===== src/rtl/ms_game_ctrl.sv =====
// rtl/ms_game_ctrl.sv - minesweeper gameplay sequencer and sole writer of the tile-state RAM
module ms_game_ctrl #(
  parameter int          HORI_TILES = 20,
  parameter int          VERT_TILES = 15,
  parameter int          MINE_COUNT = 40,
  parameter logic [15:0] LFSR_SEED  = 16'hACE1
) (
  input  logic       clk,
  input  logic       rst_n,
  input  logic       btn_left,
  input  logic       btn_right,
  input  logic       btn_up,
  input  logic       btn_down,
  input  logic       btn_press,
  input  logic       btn_flag,
  input  logic       vblank,
  output logic       tile_en,
  output logic       tile_we,
  output logic [8:0] tile_addr,
  output logic [6:0] tile_wdata,
  input  logic [6:0] tile_rdata,
  output logic [4:0] cur_x,
  output logic [3:0] cur_y,
  output logic [1:0] game_state,
  output logic       busy
);

  localparam int         TILES     = HORI_TILES * VERT_TILES;
  localparam logic [8:0] LAST_TILE = 9'(TILES - 1);
  localparam logic [8:0] LAST_MINE = 9'(MINE_COUNT - 1);
  localparam logic [8:0] LAST_SAFE = 9'(TILES - MINE_COUNT - 1);
  localparam logic [4:0] X_MAX     = 5'(HORI_TILES - 1);
  localparam logic [3:0] Y_MAX     = 4'(VERT_TILES - 1);

  localparam logic [1:0] GS_INIT    = 2'd0;
  localparam logic [1:0] GS_PLAYING = 2'd1;
  localparam logic [1:0] GS_LOST    = 2'd2;
  localparam logic [1:0] GS_WON     = 2'd3;

  typedef enum logic [3:0] {
    S_CLEAR, S_PLACE, S_PLACE_CHK, S_IDLE, S_F_READ, S_F_CHK,
    S_R_READ, S_R_CHK, S_SCAN, S_R_WRITE, S_END
  } state_t;

  state_t      state, state_n;
  logic [5:0]  s1, s2, prev, ev;
  logic        ev_left, ev_right, ev_up, ev_down, ev_press, ev_flag;
  logic [15:0] lfsr;
  logic [1:0]  gs, gs_n;
  logic [4:0]  cx, tgt_x, nb_x;
  logic [3:0]  cy, tgt_y, nb_y;
  logic [8:0]  clr_idx, placed, place_addr, revealed_cnt, tgt_addr, nb_addr;
  logic [2:0]  nb_idx;
  logic [3:0]  count, count_acc;
  logic        rd_pend, nb_pend, run, go;
  logic [6:0]  rd_q, rd_val;
  logic        dx_dec, dx_inc, dy_dec, dy_inc, nb_ok;
  logic        clr_inc, place_rd, place_hit, play_start, latch_tgt;
  logic        scan_start, nb_adv, nb_rd, reveal_inc, restart;

  // Release-edge detection on the synchronised buttons
  assign ev = prev & ~s2;
  assign {ev_left, ev_right, ev_up, ev_down, ev_press, ev_flag} = ev;

  assign go        = vblank & run;
  assign rd_val    = rd_pend ? tile_rdata : rd_q;
  assign count_acc = count + {3'b000, nb_pend & tile_rdata[4]};
  assign tgt_addr  = 9'(tgt_y) * 9'(HORI_TILES) + 9'(tgt_x);
  assign nb_addr   = 9'(nb_y) * 9'(HORI_TILES) + 9'(nb_x);

  assign cur_x      = cx;
  assign cur_y      = cy;
  assign game_state = gs;
  assign busy       = !(state == S_IDLE || state == S_END);

  always_comb begin
    dx_dec = 1'b0;
    dx_inc = 1'b0;
    dy_dec = 1'b0;
    dy_inc = 1'b0;
    case (nb_idx)
      3'd0: begin dx_dec = 1'b1; dy_dec = 1'b1; end
      3'd1: dy_dec = 1'b1;
      3'd2: begin dx_inc = 1'b1; dy_dec = 1'b1; end
      3'd3: dx_dec = 1'b1;
      3'd4: dx_inc = 1'b1;
      3'd5: begin dx_dec = 1'b1; dy_inc = 1'b1; end
      3'd6: dy_inc = 1'b1;
      default: begin dx_inc = 1'b1; dy_inc = 1'b1; end
    endcase
    nb_ok = !(dx_dec && tgt_x == 5'd0) && !(dx_inc && tgt_x == X_MAX) &&
            !(dy_dec && tgt_y == 4'd0) && !(dy_inc && tgt_y == Y_MAX);
    nb_x  = dx_dec ? tgt_x - 5'd1 : (dx_inc ? tgt_x + 5'd1 : tgt_x);
    nb_y  = dy_dec ? tgt_y - 4'd1 : (dy_inc ? tgt_y + 4'd1 : tgt_y);
  end

  always_comb begin
    state_n    = state;
    gs_n       = gs;
    tile_en    = 1'b0;
    tile_we    = 1'b0;
    tile_addr  = 9'd0;
    tile_wdata = 7'd0;
    clr_inc    = 1'b0;
    place_rd   = 1'b0;
    place_hit  = 1'b0;
    play_start = 1'b0;
    latch_tgt  = 1'b0;
    scan_start = 1'b0;
    nb_adv     = 1'b0;
    nb_rd      = 1'b0;
    reveal_inc = 1'b0;
    restart    = 1'b0;
    case (state)
      S_CLEAR: if (go) begin
        tile_en   = 1'b1;
        tile_we   = 1'b1;
        tile_addr = clr_idx;
        clr_inc   = 1'b1;
        if (clr_idx == LAST_TILE) state_n = S_PLACE;
      end
      S_PLACE: if (go && lfsr[8:0] <= LAST_TILE) begin
        tile_en   = 1'b1;
        tile_addr = lfsr[8:0];
        place_rd  = 1'b1;
        state_n   = S_PLACE_CHK;
      end
      S_PLACE_CHK: if (go) begin
        state_n = S_PLACE;
        if (!rd_val[4]) begin
          tile_en    = 1'b1;
          tile_we    = 1'b1;
          tile_addr  = place_addr;
          tile_wdata = 7'b0010000;
          place_hit  = 1'b1;
          if (placed == LAST_MINE) begin
            gs_n       = GS_PLAYING;
            play_start = 1'b1;
            state_n    = S_IDLE;
          end
        end
      end
      S_IDLE: begin
        if (ev_press) begin
          latch_tgt = 1'b1;
          state_n   = S_R_READ;
        end else if (ev_flag) begin
          latch_tgt = 1'b1;
          state_n   = S_F_READ;
        end
      end
      S_F_READ: if (go) begin
        tile_en   = 1'b1;
        tile_addr = tgt_addr;
        state_n   = S_F_CHK;
      end
      S_F_CHK: begin
        if (rd_val[6]) begin
          state_n = S_IDLE;
        end else if (go) begin
          tile_en    = 1'b1;
          tile_we    = 1'b1;
          tile_addr  = tgt_addr;
          tile_wdata = rd_val ^ 7'b0100000;
          state_n    = S_IDLE;
        end
      end
      S_R_READ: if (go) begin
        tile_en   = 1'b1;
        tile_addr = tgt_addr;
        state_n   = S_R_CHK;
      end
      S_R_CHK: begin
        if (rd_val[6] || rd_val[5]) begin
          state_n = S_IDLE;
        end else if (rd_val[4]) begin
          if (go) begin
            tile_en    = 1'b1;
            tile_we    = 1'b1;
            tile_addr  = tgt_addr;
            tile_wdata = rd_val | 7'b1000000;
            gs_n       = GS_LOST;
            state_n    = S_END;
          end
        end else begin
          scan_start = 1'b1;
          state_n    = S_SCAN;
        end
      end
      // Off-grid neighbours are skipped without waiting for vblank
      S_SCAN: begin
        if (!nb_ok) begin
          nb_adv = 1'b1;
          if (nb_idx == 3'd7) state_n = S_R_WRITE;
        end else if (go) begin
          tile_en   = 1'b1;
          tile_addr = nb_addr;
          nb_adv    = 1'b1;
          nb_rd     = 1'b1;
          if (nb_idx == 3'd7) state_n = S_R_WRITE;
        end
      end
      S_R_WRITE: if (go) begin
        tile_en    = 1'b1;
        tile_we    = 1'b1;
        tile_addr  = tgt_addr;
        tile_wdata = {3'b100, count_acc};
        reveal_inc = 1'b1;
        if (revealed_cnt == LAST_SAFE) begin
          gs_n    = GS_WON;
          state_n = S_END;
        end else begin
          state_n = S_IDLE;
        end
      end
      S_END: if (ev_press) begin
        gs_n    = GS_INIT;
        restart = 1'b1;
        state_n = S_CLEAR;
      end
      default: state_n = S_CLEAR;
    endcase
  end

  always_ff @(posedge clk or negedge rst_n) begin
    if (!rst_n) begin
      s1           <= '0;
      s2           <= '0;
      prev         <= '0;
      lfsr         <= LFSR_SEED;
      state        <= S_CLEAR;
      gs           <= GS_INIT;
      cx           <= '0;
      cy           <= '0;
      clr_idx      <= '0;
      placed       <= '0;
      place_addr   <= '0;
      revealed_cnt <= '0;
      tgt_x        <= '0;
      tgt_y        <= '0;
      nb_idx       <= '0;
      count        <= '0;
      rd_pend      <= 1'b0;
      nb_pend      <= 1'b0;
      rd_q         <= '0;
      run          <= 1'b0;
    end else begin
      s1      <= {btn_left, btn_right, btn_up, btn_down, btn_press, btn_flag};
      s2      <= s1;
      prev    <= s2;
      lfsr    <= lfsr[0] ? ((lfsr >> 1) ^ 16'hB400) : (lfsr >> 1);
      state   <= state_n;
      gs      <= gs_n;
      run     <= 1'b1;
      rd_pend <= tile_en & ~tile_we;
      nb_pend <= nb_rd;
      if (rd_pend) rd_q <= tile_rdata;

      if (gs == GS_PLAYING) begin
        if (ev_left)       cx <= (cx == 5'd0) ? X_MAX : cx - 5'd1;
        else if (ev_right) cx <= (cx == X_MAX) ? 5'd0 : cx + 5'd1;
        if (ev_up)         cy <= (cy == 4'd0) ? Y_MAX : cy - 4'd1;
        else if (ev_down)  cy <= (cy == Y_MAX) ? 4'd0 : cy + 4'd1;
      end

      if (restart)      clr_idx <= '0;
      else if (clr_inc) clr_idx <= clr_idx + 9'd1;
      if (restart)        placed <= '0;
      else if (place_hit) placed <= placed + 9'd1;
      if (place_rd) place_addr <= lfsr[8:0];
      if (play_start)      revealed_cnt <= '0;
      else if (reveal_inc) revealed_cnt <= revealed_cnt + 9'd1;
      if (latch_tgt) begin
        tgt_x <= cx;
        tgt_y <= cy;
      end
      if (scan_start) begin
        nb_idx <= '0;
        count  <= '0;
      end else begin
        if (nb_adv)  nb_idx <= nb_idx + 3'd1;
        if (nb_pend) count  <= count_acc;
      end
    end
  end

endmodule


===== config.mk =====
export PLATFORM = sky130hd
export DESIGN_NAME = ms_game_ctrl
export DESIGN_NICKNAME = d
export VERILOG_FILES = /design/src/rtl/ms_game_ctrl.sv
export SDC_FILE = /design/constraint.sdc
export NUM_CORES = 1
export LEC_CHECK = 0
export ABC_CLOCK_PERIOD_IN_PS = 3800
export BUFFER_PORTS_ARGS = -buffer_cell sky130_fd_sc_hd__buf_2
export CAP_MARGIN = 20
export CORE_ASPECT_RATIO = 0.6
export CORE_UTILIZATION = 61
export DETAILED_ROUTE_END_ITERATION = 10
export GPL_TIMING_DRIVEN = 0
export PLACE_DENSITY = 0.81
export SLEW_MARGIN = 20
export SYNTH_ARGS = -nofsm -noshare
export SYNTH_HDL_FRONTEND = slang
export SYNTH_SLANG_ARGS = --single-unit

===== constraint.sdc =====
create_clock -name clk -period 3.8 [get_ports clk]
set_input_delay 0.19 -clock clk [delete_from_list [all_inputs] [get_ports clk]]
set_output_delay 0.19 -clock clk [all_outputs]
set_load 0.03 [all_outputs]

### Yosys cells after proc, flatten, opt, wreduce, memory -nomap -nowiden

Index checks and enable logic that the tools add are counted.

| word-level totals | value |
|---|---|
| bits in registers | 111 |
| bits in latches | 0 |
| memory bits (writable) | 0 |
| ROM bits | 0 |
| bits of input ports | 16 |
| memories kept | 0 |

| operators by class | value |
|---|---|
| $add $sub $neg | 15 |
| multiply operators | 2 |
| div/mod/pow operators | 0 |
| $lt $le $gt $ge | 1 |
| equal/unequal tests | 43 |
| shift-type cells | 0 |
| muxes and demuxes | 108 |
| bitwise operators | 8 |
| reductions and logical operators | 40 |

Operators with widths:

| kind | number |
|---|---|
| $mux W9 | 16 |
| $mux W4 | 27 |
| $pmux W9 S7 | 1 |
| $pmux W4 S11 | 1 |
| $mux W5 | 8 |
| $mux W7 | 5 |
| $mux W1 | 30 |
| $ne A2 B2 Y1 const B | 14 |
| $pmux W7 S4 | 1 |
| $add A9 B1 Y9 const B | 3 |
| $mux W2 | 11 |
| $eq A4 B4 Y1 const B | 5 |
| $add A9 B5 Y9 | 2 |
| $eq A9 B9 Y1 const B | 2 |
| $eq A4 B3 Y1 const B | 4 |
| $mux W16 | 1 |
| $mul A4 B3 Y7 const B | 2 |
| $reduce_bool A2 Y1 | 7 |
| $eq A3 B3 Y1 const B | 4 |
| $logic_not A4 Y1 | 3 |
| $mux W6 | 2 |
| $reduce_and A12 Y1 | 1 |
| $add A5 B1 Y5 const B | 2 |
| $eq A5 B5 Y1 const B | 2 |
| 35 further kinds | 63 |

### Depth between registers and ports, before layout

Gate-level depths: netlist (run 1).

| logic depth | value |
|---|---|
| depth after elaboration | 12 |
| depth in mapped cells | 16 |

### Worst setup path before layout (run 1)

Ideal clock, no wire load.

| timing path | value |
|---|---|
| path type | flip-flop to output port |
| start | register nb_idx[1] |
| end | output port tile_addr[6] |
| data arrival time | 3579 ps |
| data required time | 3610 ps |
| setup slack | 31 ps |
| stages on the path, launching flop included | 15 |
| buffers on the path | 0 |
| cell sequence | dfrtp_1 -> inv_1 -> ha_1 -> nor3b_1 -> a21oi_1 -> or4b_2 -> nand2_1 -> xor2_1 -> ha_1 -> inv_1 -> fa_1 -> nor2b_1 -> o21ai_0 -> and2_1 -> o311ai_1 |

| on the way | value |
|---|---|
| cells in the longest elaborated chain, start to end | 10 |

RTL lines:

| item | line | text |
|---|---|---|
| from (decl) | 53 | `logic [2:0] nb_idx;` |
| from (signal assigned) | 281 | `if (nb_adv) nb_idx <= nb_idx + 3'd1;` |
| parallel branches: the longest is 8 deep, another holds $add A9 B5 Y9 | -- |  |
| $mux W9 * | 192 | `if (!nb_ok) begin` |
| $pmux W9 S7 * | 114 | `case (state)` |
| to (decl) | 19 | `output logic [8:0] tile_addr,` |

Mark *: on every way between the ends.

### Worst setup path in the final report (run 1)

| timing path | value |
|---|---|
| start | register nb_idx[1] |
| end | output port tile_addr[7] |

Same word-level chain as after synthesis.

==> results of run 1 <==
-- flip-flops by register name, indices dropped and copies added, names as in the netlist --
signal / flops
s2: 6
rd_pend: 1
count: 4
prev: 6
cur_y: 4
nb_idx: 3
s1: 6
cur_x: 5
state: 4
placed: 9
tgt_y: 4
nb_pend: 1
rd_q: 7
place_addr: 9
clr_idx: 9
revealed_cnt: 9
run: 1
lfsr: 16
game_state: 2
tgt_x: 5
-- what timing repair did --
action                                  in CTS  in global routing
endpoints found under the hold margin       42                  0
buffers inserted                            13                  5
cloned                                       0                  0
endpoints found under the setup margin       6                  5
hold buffers                                 7                  0
pin swaps                                    9                 14
gates resized for setup                     34                 16
-- synth_stat cells (10+ instances only) --
cell type,count
nand2b_1,10
nand3_1,14
nand4_1,14
dfrtp_1,103
mux2i_1,12
a21oi_1,34
nor2_1,56
inv_1,27
clkbuf_1,11
mux2_2,22
xnor2_1,16
ha_1,38
xor2_1,26
nand2_1,48
o21ai_0,26
-- layout make-up --
type                       count  area, µm²  share of cell area, %
inverter                      28      111.4                  1.491
sequential                   111       2793                  37.39
buffer                        19      83.83                  1.122
timing repair buffer          71      474.2                  6.348
clock inverter                 6      72.57                 0.9715
multi-input combinational    463       3527                  47.22
clock buffer                  10      239.0                  3.199
tap                          135      168.9                  2.261
-- cell families (layout without fill, tap and decap cells) --
| family | after synthesis | in the layout | synth area share (%) |
|---|---|---|---|
| simple gates | 219 | 219 | 19.02 |
| other cells | 1 | 1 | 0.05921 |
| xor+xnor | 42 | 42 | 5.808 |
| fa+ha+maj | 42 | 42 | 8.771 |
| buf+inv | 47 | 134 | 2.983 |
| flops | 111 | 111 | 44.01 |
| compound gates | 122 | 122 | 12.94 |
| mux | 37 | 37 | 6.401 |
-- report_power, final --
part	switching, mW	total, mW	leakage [nW]	internal, mW
Sequential	0.267	1.66	1.40	1.39
Clock	0.482	0.970	0.153	0.488
Combinational	1.82	3.18	1.88	1.37
-- per-layer routing --
layer / routed length [µm] / share of wire (%)
met1: 7544 / 48
met2: 6980 / 44
met3: 1000 / 6.4
met4: 187 / 1.2
met5: 0 / 0
-- final timing paths --
check	to	slack [ps]	cells past startpoint
hold reg to reg	s2[5]$_DFF_PN0_	350	0
max in group asynchronous	lfsr[15]$_DFF_PN1_	2790	3
min in group asynchronous	placed[3]$_DFFE_PN0P_	300	2
setup / recovery	tile_addr[7]	-80	15
hold / removal	rd_q[2]$_DFF_PN0_	80	2
setup reg to reg	state[1]$_DFFE_PN0P_	1080	8
-- critical path, delay by kind of cell (launching register included) --
family	cells	cell delay (ps)
compound gates	2	420
xor+xnor	3	420
fa+ha+maj	4	1040
buf+inv	3	340
flops	1	470
simple gates	3	650
-- per-stage QoR --
stage | setup WS (ps) | hold WS (ps) | utilization, % | instance area [µm²]
final | -84.27 | 81.47 | 74.81 | 7470
after floorplan | 31.34 | -105.6 | - | 6334
after global routing | -289.3 | 85.79 | 74.81 | 7470
after detailed placement | -173.6 | 113.0 | 67.72 | 6761
after CTS | -46.08 | 78.03 | 73.70 | 7358
after global placement | -35.22 | 298.2 | 67.38 | 6728
-- cell usage in the layout, fill, tap and decap left out, drive strengths merged, types with 8 or more instances in the layout --
cell    synthesis  routed
dfrtp         103     103
inv            28      30
xnor2          16      16
nand2b         10      10
a21oi          35      35
a222oi          8       8
buf             8      72
nor2b          10      10
nor3           10      10
nand2          49      49
dfstp           8       8
clkbuf         11      21
mux2i          12      12
nand4          14      14
o21ai          27      27
nor2           57      57
xor2           26      26
mux2           25      25
nand3          14      14
ha             38      38
==> reports/results.txt, run 1 <==
result of the run = finished with violations
violations in the final reports = negative setup slack
f_max = 257.4 MHz
most instantiated flip-flop cell in the synthesis netlist = dfrtp_1
Worst Setup Start Kind = flop
post-route worst setup slack = -84.27 ps
kind of critical path = flop to primary output
pins over their slew limit = 0
synth warn = 0
total setup violations reported at the end of the flow = 2
CP arrival = 3690 ps
final antenna diode count = 0
proportion of synthesized chip area in sequential cells = 44.01%
Max rail drop VDD = 0.8610 mV
most congested layer reported by global routing = met2
Data required, critical path = 3610 ps
largest fanout on the critical path = 5
Filler Cells Inserted = 681
total CTS buffers = 9
max-capacitance violation count = 0
worst-margin pin slew = 1103 ps
FFs w/ async S/R, synth = 100.0%
die extent in x = 133.5 µm
crit-path max cell delay = 470 ps
total wire length = 15.71 mm
Final Cycle Share = 102.2%
Worst slew margin = 25.46%
clock slew seen by the registers of the worst setup and hold paths = 80 ps
slowest CP cell = dfrtp_2
unrepaired setup endpoints after global routing = yes
count of placed standard cells in the final layout, fillers left out = 843
largest cells by area after synthesis = dfrtp_1 41%, ha_1 7.5%, mux2_2 3.9%, xor2_1 3.6%, dfstp_2 3.3%
Final Hold Violating Endpoints = 0
worst-case clock buffer depth = 2
syn_area_per_cell = 10.20 µm²
Post-synth EDFFs = 0
share of the synthesized area in the top cell type = 40.70%
number of antenna violations at the first check in global routing = 0
GR met1 Demand/Resource = 44.64%
area delta synth->final = 17.94%
r2r startpoint = nb_idx[2]$_DFFE_PN0P_
total power per unit cell area = 778.0 nW/µm²
Post-layout nets = 761
Final min period = 3884 ps
Synth Net Count = 679
ratio of routed vias to standard cells = 6.236
Netlist Area Pre-Place = 6334 µm²
total negative setup slack = -133.3 ps
crit-path most repeated cell = xnor2_1
I/O pin total = 46
clock net sink count = 111
Leak Pwr = 3.439 nW
met3 routing resource usage after global routing = 5.743%
sum of overflow across all layers after global routing = 0
initial detailed-routing violation count = 472
total half-perimeter wirelength after legalization and detailed placement = 10.87 mm
Die Span Y = 80.93 µm
number of H-tree branching levels = 3
port buffer count = 45
global-route wire length before repair = 25.11 mm
antenna-violating nets left = 0
synthesis-stage register bit count = 111
proportion of layout cells with a drive suffix above 1 = 24.72%
Clock Tree Root = clkbuf_16
min-delay src = tile_rdata[2]
wire length per cell after detailed routing = 18.64 µm
pin count of the biggest net entering global routing = 76
setup skew after layout = 10.32 ps
global placement routability congestion = 0.9157
Post-Syn Instances = 621
overall die area = 10810 µm²
global-route usage over all layers = 30.44%
number of distinct library cell variants in the gate-level netlist after synthesis = 74
number of global-route vias before repair = 4867
Hold Path Class = input pin to flop
number of core rows = 28
Worst Setup SP = nb_idx[1]$_DFFE_PN0P_
cell total after placement = 802
area of the core = 9985 µm²
first-pass iteration count of the detailed router = 5
critical path, cell by cell = inv_4 > ha_4 > and2b_2 > and4_4 > a41oi_4 > xnor2_2 > ha_1 > ha_2 > inv_2 > fa_2 > nor3b_2 > xnor2_1 > xnor2_1 > o211ai_1 > buf_4
met2 Usage GRT = 46.41%
via count = 5257
crit end category = primary output
clock tree from TritonCTS = done
cell type with the highest aggregate area in the netlist = dfrtp_1
starting utilization of the core area = 63.43%
Overall Power = 5.811 mW
number of DRC violations after detailed routing = 0
worst-skew pair later-pin latency = 350 ps
No activity file was read; power rests on OpenSTA's default activity.
==> run 2, diff against run 1 <==
ABC_AREA = 1   (was unset)
ABC_CLOCK_PERIOD_IN_PS = 4800   (was 3800)
CORE_UTILIZATION = 63   (was 61)
PLACE_DENSITY = 0.83   (was 0.81)
clock period = 4.8 ns   (was 3.8 ns; I/O delays follow)
==> run 2 against run 1 <==
  * The run now ends clean
  * Routed wire length fell by 0.53%
  * Sequential share of layout area increased by 0.34 points
  * Non-clock buffer count fell by 30
  * Clock skew decreased by 2.6 ps
  * First-iteration DRC count increased by 46%
==> reports/results.txt, run 2 <==
result of the run = finished clean
final antenna diode count = 0
Leak Pwr = 3.798 nW
critical path, cell by cell = ha_1 > ha_1 > inv_1 > nand2_1 > nor2_4 > inv_1 > a21boi_0 > xor2_1 > ha_1 > inv_1 > fa_1 > or2_2 > nand2_1 > nand2_1 > nor2_1 > nand4_1 > nand2_1 > inv_1 > nand2_1 > nand2_1 > buf_2
proportion of synthesized chip area in sequential cells = 42.24%
number of distinct library cell variants in the gate-level netlist after synthesis = 48
crit end category = primary output
most instantiated flip-flop cell in the synthesis netlist = dfrtp_1
Final Hold Violating Endpoints = 0
Post-Syn Instances = 822
Final min period = 4167 ps
sum of overflow across all layers after global routing = 0
worst-case clock buffer depth = 2
total negative setup slack = 0 ps
I/O pin total = 46
ratio of routed vias to standard cells = 5.676
max reg flops = 16
crit-path most repeated cell = nand2_1
worst-margin pin slew = 600.4 ps
antenna-violating nets left = 0
number of H-tree branching levels = 3
fraction of power consumed by the clock network = 37.9%
Max rail drop VDD = 0.1723 mV
slowest CP cell = dfrtp_1
initial detailed-routing violation count = 691
largest cells by area after synthesis = dfrtp_1 39%, nand2_1 10%, ha_1 7.2%, inv_1 6.0%, nand3_1 5.2%
total half-perimeter wirelength after legalization and detailed placement = 11.88 mm
total setup violations reported at the end of the flow = 0
first-pass iteration count of the detailed router = 5
net load switching power = 525.6 µW
internal cell power = 1.396 mW
Post-synth top cells = 179 x nand2_1, 105 x inv_1, 103 x dfrtp_1
Final Cycle Share = 86.82%
Synth Net Count = 880
clock net sink count = 111
total CTS buffers = 9
leading cell types in the layout, fill and taps excluded = 179 x nand2_1, 105 x inv_1, 103 x dfrtp_1
number of global-route vias before repair = 5382
die extent in x = 134.1 µm
switching share of total power = 27.36%
power share of the combinational group = 9.3%
kind of critical path = flop to primary output
post-CTS repair timing setup buffer count = 0
port buffer count = 45
Data required, critical path = 4560 ps
number of DRC violations after detailed routing = 0
number of core rows = 28
Cell Area, Placed = 7027 µm²
Worst slew margin = 59.55%
Post-layout nets = 944
max-capacitance violation count = 0
total wire length = 15.63 mm
via count = 5824
worst-skew pair later-pin latency = 350 ps
most frequently used cell type in the post-synthesis netlist = nand2_1
clock slew seen by the registers of the worst setup and hold paths = 80 ps
starting utilization of the core area = 65.86%
Die Span Y = 81.28 µm
area delta synth->final = 11.96%
Post-synth EDFFs = 0
hold_buf cts = 7
synthesis-stage register bit count = 111
share of the synthesized area in the top cell type = 39.06%
cell type with the highest aggregate area in the netlist = dfrtp_1
unrepaired setup endpoints after global routing = no
global-route usage over all layers = 30.59%
crit-path max cell delay = 420 ps
CP arrival = 3930 ps
FFs w/ async S/R, synth = 100.0%
area of the core = 10020 µm²
overall die area = 10900 µm²
f_max = 240.0 MHz
number of antenna violations at the first check in global routing = 0
global placement routability congestion = 0.8736
Hold Path Class = input pin to flop
proportion of layout cells with a drive suffix above 1 = 15.26%
Flop pwr share = 52.7%
largest fanout on the critical path = 7
clock tree from TritonCTS = done
most common cell after layout, fill and taps aside = nand2_1
final std cell area, no fill = 7388 µm²
Netlist Area Pre-Place = 6599 µm²
synth warn = 0
syn_area_per_cell = 8.028 µm²
pins over their slew limit = 0
setup skew after layout = 7.694 ps
Largest Register = lfsr
Clock Tree Root = clkbuf_16
total power per unit cell area = 260.0 nW/µm²
wire length per cell after detailed routing = 15.23 µm
global-route wire length before repair = 25.76 mm
number of cells upsized or downsized after cts = 0
pin count of the biggest net entering global routing = 66
Worst Setup Start Kind = flop
==> run 2: path summary, 6_finish.rpt <==
| check | depth (start not counted) | slack (ps) | from | endpoint |
|---|---|---|---|---|
| max | 21 | 630 | nb_idx[0]$_DFFE_PN0P_ | tile_addr[8] |
| min reg2reg | 0 | 350 | lfsr[9]$_DFF_PN0_ | lfsr[8]$_DFF_PN0_ |
| max in group asynchronous | 3 | 3710 | rst_n | lfsr[10]$_DFF_PN1_ |
| min | 3 | 180 | tile_rdata[6] | rd_q[6]$_DFF_PN0_ |
| max reg2reg | 11 | 2740 | nb_idx[0]$_DFFE_PN0P_ | state[3]$_DFFE_PN0P_ |
| min in group asynchronous | 2 | 380 | rst_n | placed[4]$_DFFE_PN0P_ |
==> run 2: per-layer routing <==
| layer | share of wire [%] | GRT usage (%) | up-vias |
|---|---|---|---|
| met5 | 0 | 0 | - |
| met3 | 7.0 | 5.680 | 29 |
| met4 | 1.4 | 7.978 | 0 |
| li1 | - | - | 2783 |
| met1 | 48 | 45.44 | 2772 |
| met2 | 43 | 46.11 | 240 |
==> run 2: critical path, delay by kind of cell, from the launching register on <==
| kind | cells | cell delay, ps |
|---|---|---|
| fa+ha+maj | 4 | 1020 |
| buf+inv | 5 | 410 |
| simple gates | 10 | 1210 |
| xor+xnor | 1 | 230 |
| flops | 1 | 420 |
| compound gates | 1 | 270 |
==> run 2: cell families after synthesis <==
kind of cell | synth area share [%]
XOR/XNOR | 3.716
other | 0.05683
flip-flops | 42.24
adder cells (fa/ha/maj) | 8.419
AO/OA/AOI/OAI | 9.462
buffers and inverters | 7.433
AND/OR/NAND/NOR | 28.67
==> run 2: cell type report <==
type | instances | area [µm²]
multi-input cells | 586 | 3321
flip-flops and latches | 111 | 2788
fillers | 784 | 2631
inverters | 118 | 452.9
repair buffers | 53 | 329.1
clock buffers | 9 | 225.2
well taps | 135 | 168.9
clock inverters | 7 | 66.31
plain buffers | 7 | 37.54
==> run 2: stage by stage <==
step,power [mW],utilization [%],std cells,setup slack [ps],hold slack (ps)
6_report,1.921,73.74,1026,632.6,177.3
2_1_floorplan,1.133,-,822,1518,-55.59
3_5_place_dp,1.205,70.13,1003,1063,197.9
4_1_cts,1.931,73.74,1026,657.6,167.7
3_3_place_gp,1.189,69.79,1002,1232,331.8
5_1_grt,1.997,73.74,1026,330.1,192.7
==> run 2: power by group through the flow <==
| stage | sequential, mW | clock [mW] | combinational [mW] |
|---|---|---|---|
| after floorplan | 1.02 | 0 | 0.114 |
| after global placement | 1.03 | 0 | 0.163 |
| after detailed placement | 1.03 | 0 | 0.174 |
| after CTS | 1.01 | 0.739 | 0.180 |
| after global routing | 1.02 | 0.775 | 0.201 |
| final | 1.01 | 0.729 | 0.180 |
==> run 3, diff against run 2 <==
ABC_AREA = unset   (was 1)
==> run 3 against run 2 <==
  * Non-clock buffer count is 12 higher
  * Register-to-register slack worse by 660 ps
  * Combinational power grew to 12 times the previous value
  * Global-route usage is 1.2 points higher
  * Clock skew hardly changed
  * Design area is 3.3% lower
  * Sequential power is 30% higher
  * Sequential share of layout area is 1.3 points higher
  * Via count is 11% lower
  * Count of clock-buffer cells in the layout is 1 higher
  * Total power is 120% higher
  * Critical endpoint is now tile_addr[7]
  * Largest power group is now combinational logic
  * Highest routed layer unchanged
==> reports/results.txt, run 3 (same netlist as run 1, synthesis figures left out) <==
global-route usage over all layers = 31.78%
Max rail drop VDD = 0.5265 mV
Leak Pwr = 3.331 nW
combined area of the multi-input logic cells = 3364 µm²
Worst slew margin = 38.03%
most common cell after layout, fill and taps aside = dfrtp_1
total wire length = 15.67 mm
clock net sink count = 111
port buffer count = 45
number of DRC violations after detailed routing = 0
worst-skew pair later-pin latency = 350 ps
max reg flops = 16
total CTS buffers = 9
result of the run = finished clean
total setup violations reported at the end of the flow = 0
post-route worst setup slack = 286.8 ps
CP arrival = 4270 ps
Die Span Y = 79.67 µm
clock slew seen by the registers of the worst setup and hold paths = 70 ps
overall die area = 10470 µm²
f_max = 221.6 MHz
Cell Area, Placed = 6755 µm²
Worst Setup Start Kind = flop
crit end category = primary output
setup skew after layout = 7.514 ps
final antenna diode count = 0
max-capacitance violation count = 0
number of H-tree branching levels = 3
total half-perimeter wirelength after legalization and detailed placement = 11.40 mm
Filler Cells Inserted = 659
total power per unit cell area = 600.8 nW/µm²
sequential standard cell area = 2788 µm²
Final Cycle Share = 94.02%
post-placement worst setup slack = 633.7 ps
area of the core = 9459 µm²
number of core rows = 27
total negative setup slack = 0 ps
starting utilization of the core area = 66.96%
Data required, critical path = 4560 ps
wire length per cell after detailed routing = 19.11 µm
first-pass iteration count of the detailed router = 6
unrepaired setup endpoints after global routing = no
global placement routability congestion = 0.9069
initial detailed-routing violation count = 572
die extent in x = 131.4 µm
area delta synth->final = 12.80%
number of global-route vias before repair = 4967
Final Hold Violating Endpoints = 0
largest fanout on the critical path = 6
global-route wire length before repair = 25.47 mm
antenna-violating nets left = 0
Hold Path Class = input pin to flop
pins over their slew limit = 0
final std cell area, no fill = 7144 µm²
via count = 5185
sum of overflow across all layers after global routing = 0
pin count of the biggest net entering global routing = 70
worst-margin pin slew = 917.1 ps
I/O pin total = 46
worst-case clock buffer depth = 2
number of antenna violations at the first check in global routing = 0
ratio of routed vias to standard cells = 6.323
kind of critical path = flop to primary output
Final min period = 4513 ps
clock tree from TritonCTS = done
Clock Tree Root = clkbuf_16
Largest Register = lfsr
leading cell types in the layout, fill and taps excluded = 103 x dfrtp_1, 56 x nor2_1, 51 x buf_2
Post-layout nets = 743
proportion of layout cells with a drive suffix above 1 = 17.39%
-- run 3: changes by cell type in the layout (fill, tap and decap cells not counted), moves of 18 or more --
cell / change
nand2_1: -131
nand3_1: -55
nor2_1: -18
o21ai_0: -28
mux2_2: +22
inv_1: -78
-- run 3: cell type report --
type                            count  share of cell area [%]
Buffer                             19                   1.173
Clock buffer                       10                   3.345
Clock inverter                      6                   1.016
Inverter                           28                   1.471
Multi-Input combinational cell    463                   47.09
Sequential cell                   111                   39.02
Tap cell                          130                   2.277
Timing Repair Buffer               53                   4.606
-- run 3: repair_timing --
action / CTS / global route
gates resized for setup: 0 / 1
buffers inserted: 0 / 0
hold buffers: 7 / 0
setup endpoints to repair: 0 / 1
endpoints found under the hold margin: 45 / 0
-- run 3: per-layer routing --
metal  vias to the layer above  GRT usage [%]  wire length [µm]
met3                        21          7.365              1432
met2                       245          47.83              6947
met4                         0          9.186               217
met5                         -              0                 0
li1                       2368              -                 -
met1                      2551          45.97              7073
-- run 3: path summary, 6_finish.rpt --
check / cells after the start / start / endpoint / slack, ps
worst max-delay path: 15 / nb_idx[1]$_DFFE_PN0P_ / tile_addr[7] / 290
worst min-delay path: 2 / tile_rdata[5] / rd_q[5]$_DFF_PN0_ / 140
worst max register to register: 8 / nb_idx[2]$_DFFE_PN0P_ / state[1]$_DFFE_PN0P_ / 2080
worst min register to register: 0 / s1[1]$_DFF_PN0_ / s2[1]$_DFF_PN0_ / 350
max in group asynchronous: 3 / rst_n / lfsr[10]$_DFF_PN1_ / 3720
min in group asynchronous: 2 / rst_n / placed[6]$_DFFE_PN0P_ / 370
-- run 3: report_power, final --
group | total, mW | switching (mW) | internal [mW]
Clock | 0.784 | 0.357 | 0.427
Combinational | 2.20 | 1.33 | 0.869
Sequential | 1.31 | 0.211 | 1.10
Total | 4.29 | 1.90 | 2.40
-- run 3: critical path, stage by stage (launching register included) --
cell,delay (ps)
dfrtp_1,450
inv_1,120
ha_1,210
and2b_1,250
and4_1,240
a41oi_2,360
xnor2_1,250
ha_1,300
ha_1,210
inv_1,70
fa_1,470
nor3b_1,310
xnor2_1,190
xnor2_1,90
o211ai_1,160
buf_2,230
-- run 3: per-stage QoR --
| stage | cells | util, % | hold slack (ps) | total power, mW |
|---|---|---|---|---|
| final | 820 | 75.53 | 136.2 | 4.292 |
| after CTS | 820 | 75.45 | 131.9 | 4.252 |
| after global placement | 796 | 71.06 | 332.3 | 3.299 |
| after floorplan | 621 | - | -55.59 | 2.876 |
| after detailed placement | 797 | 71.42 | 189.7 | 3.437 |
| after global routing | 820 | 75.53 | 135.0 | 4.584 |
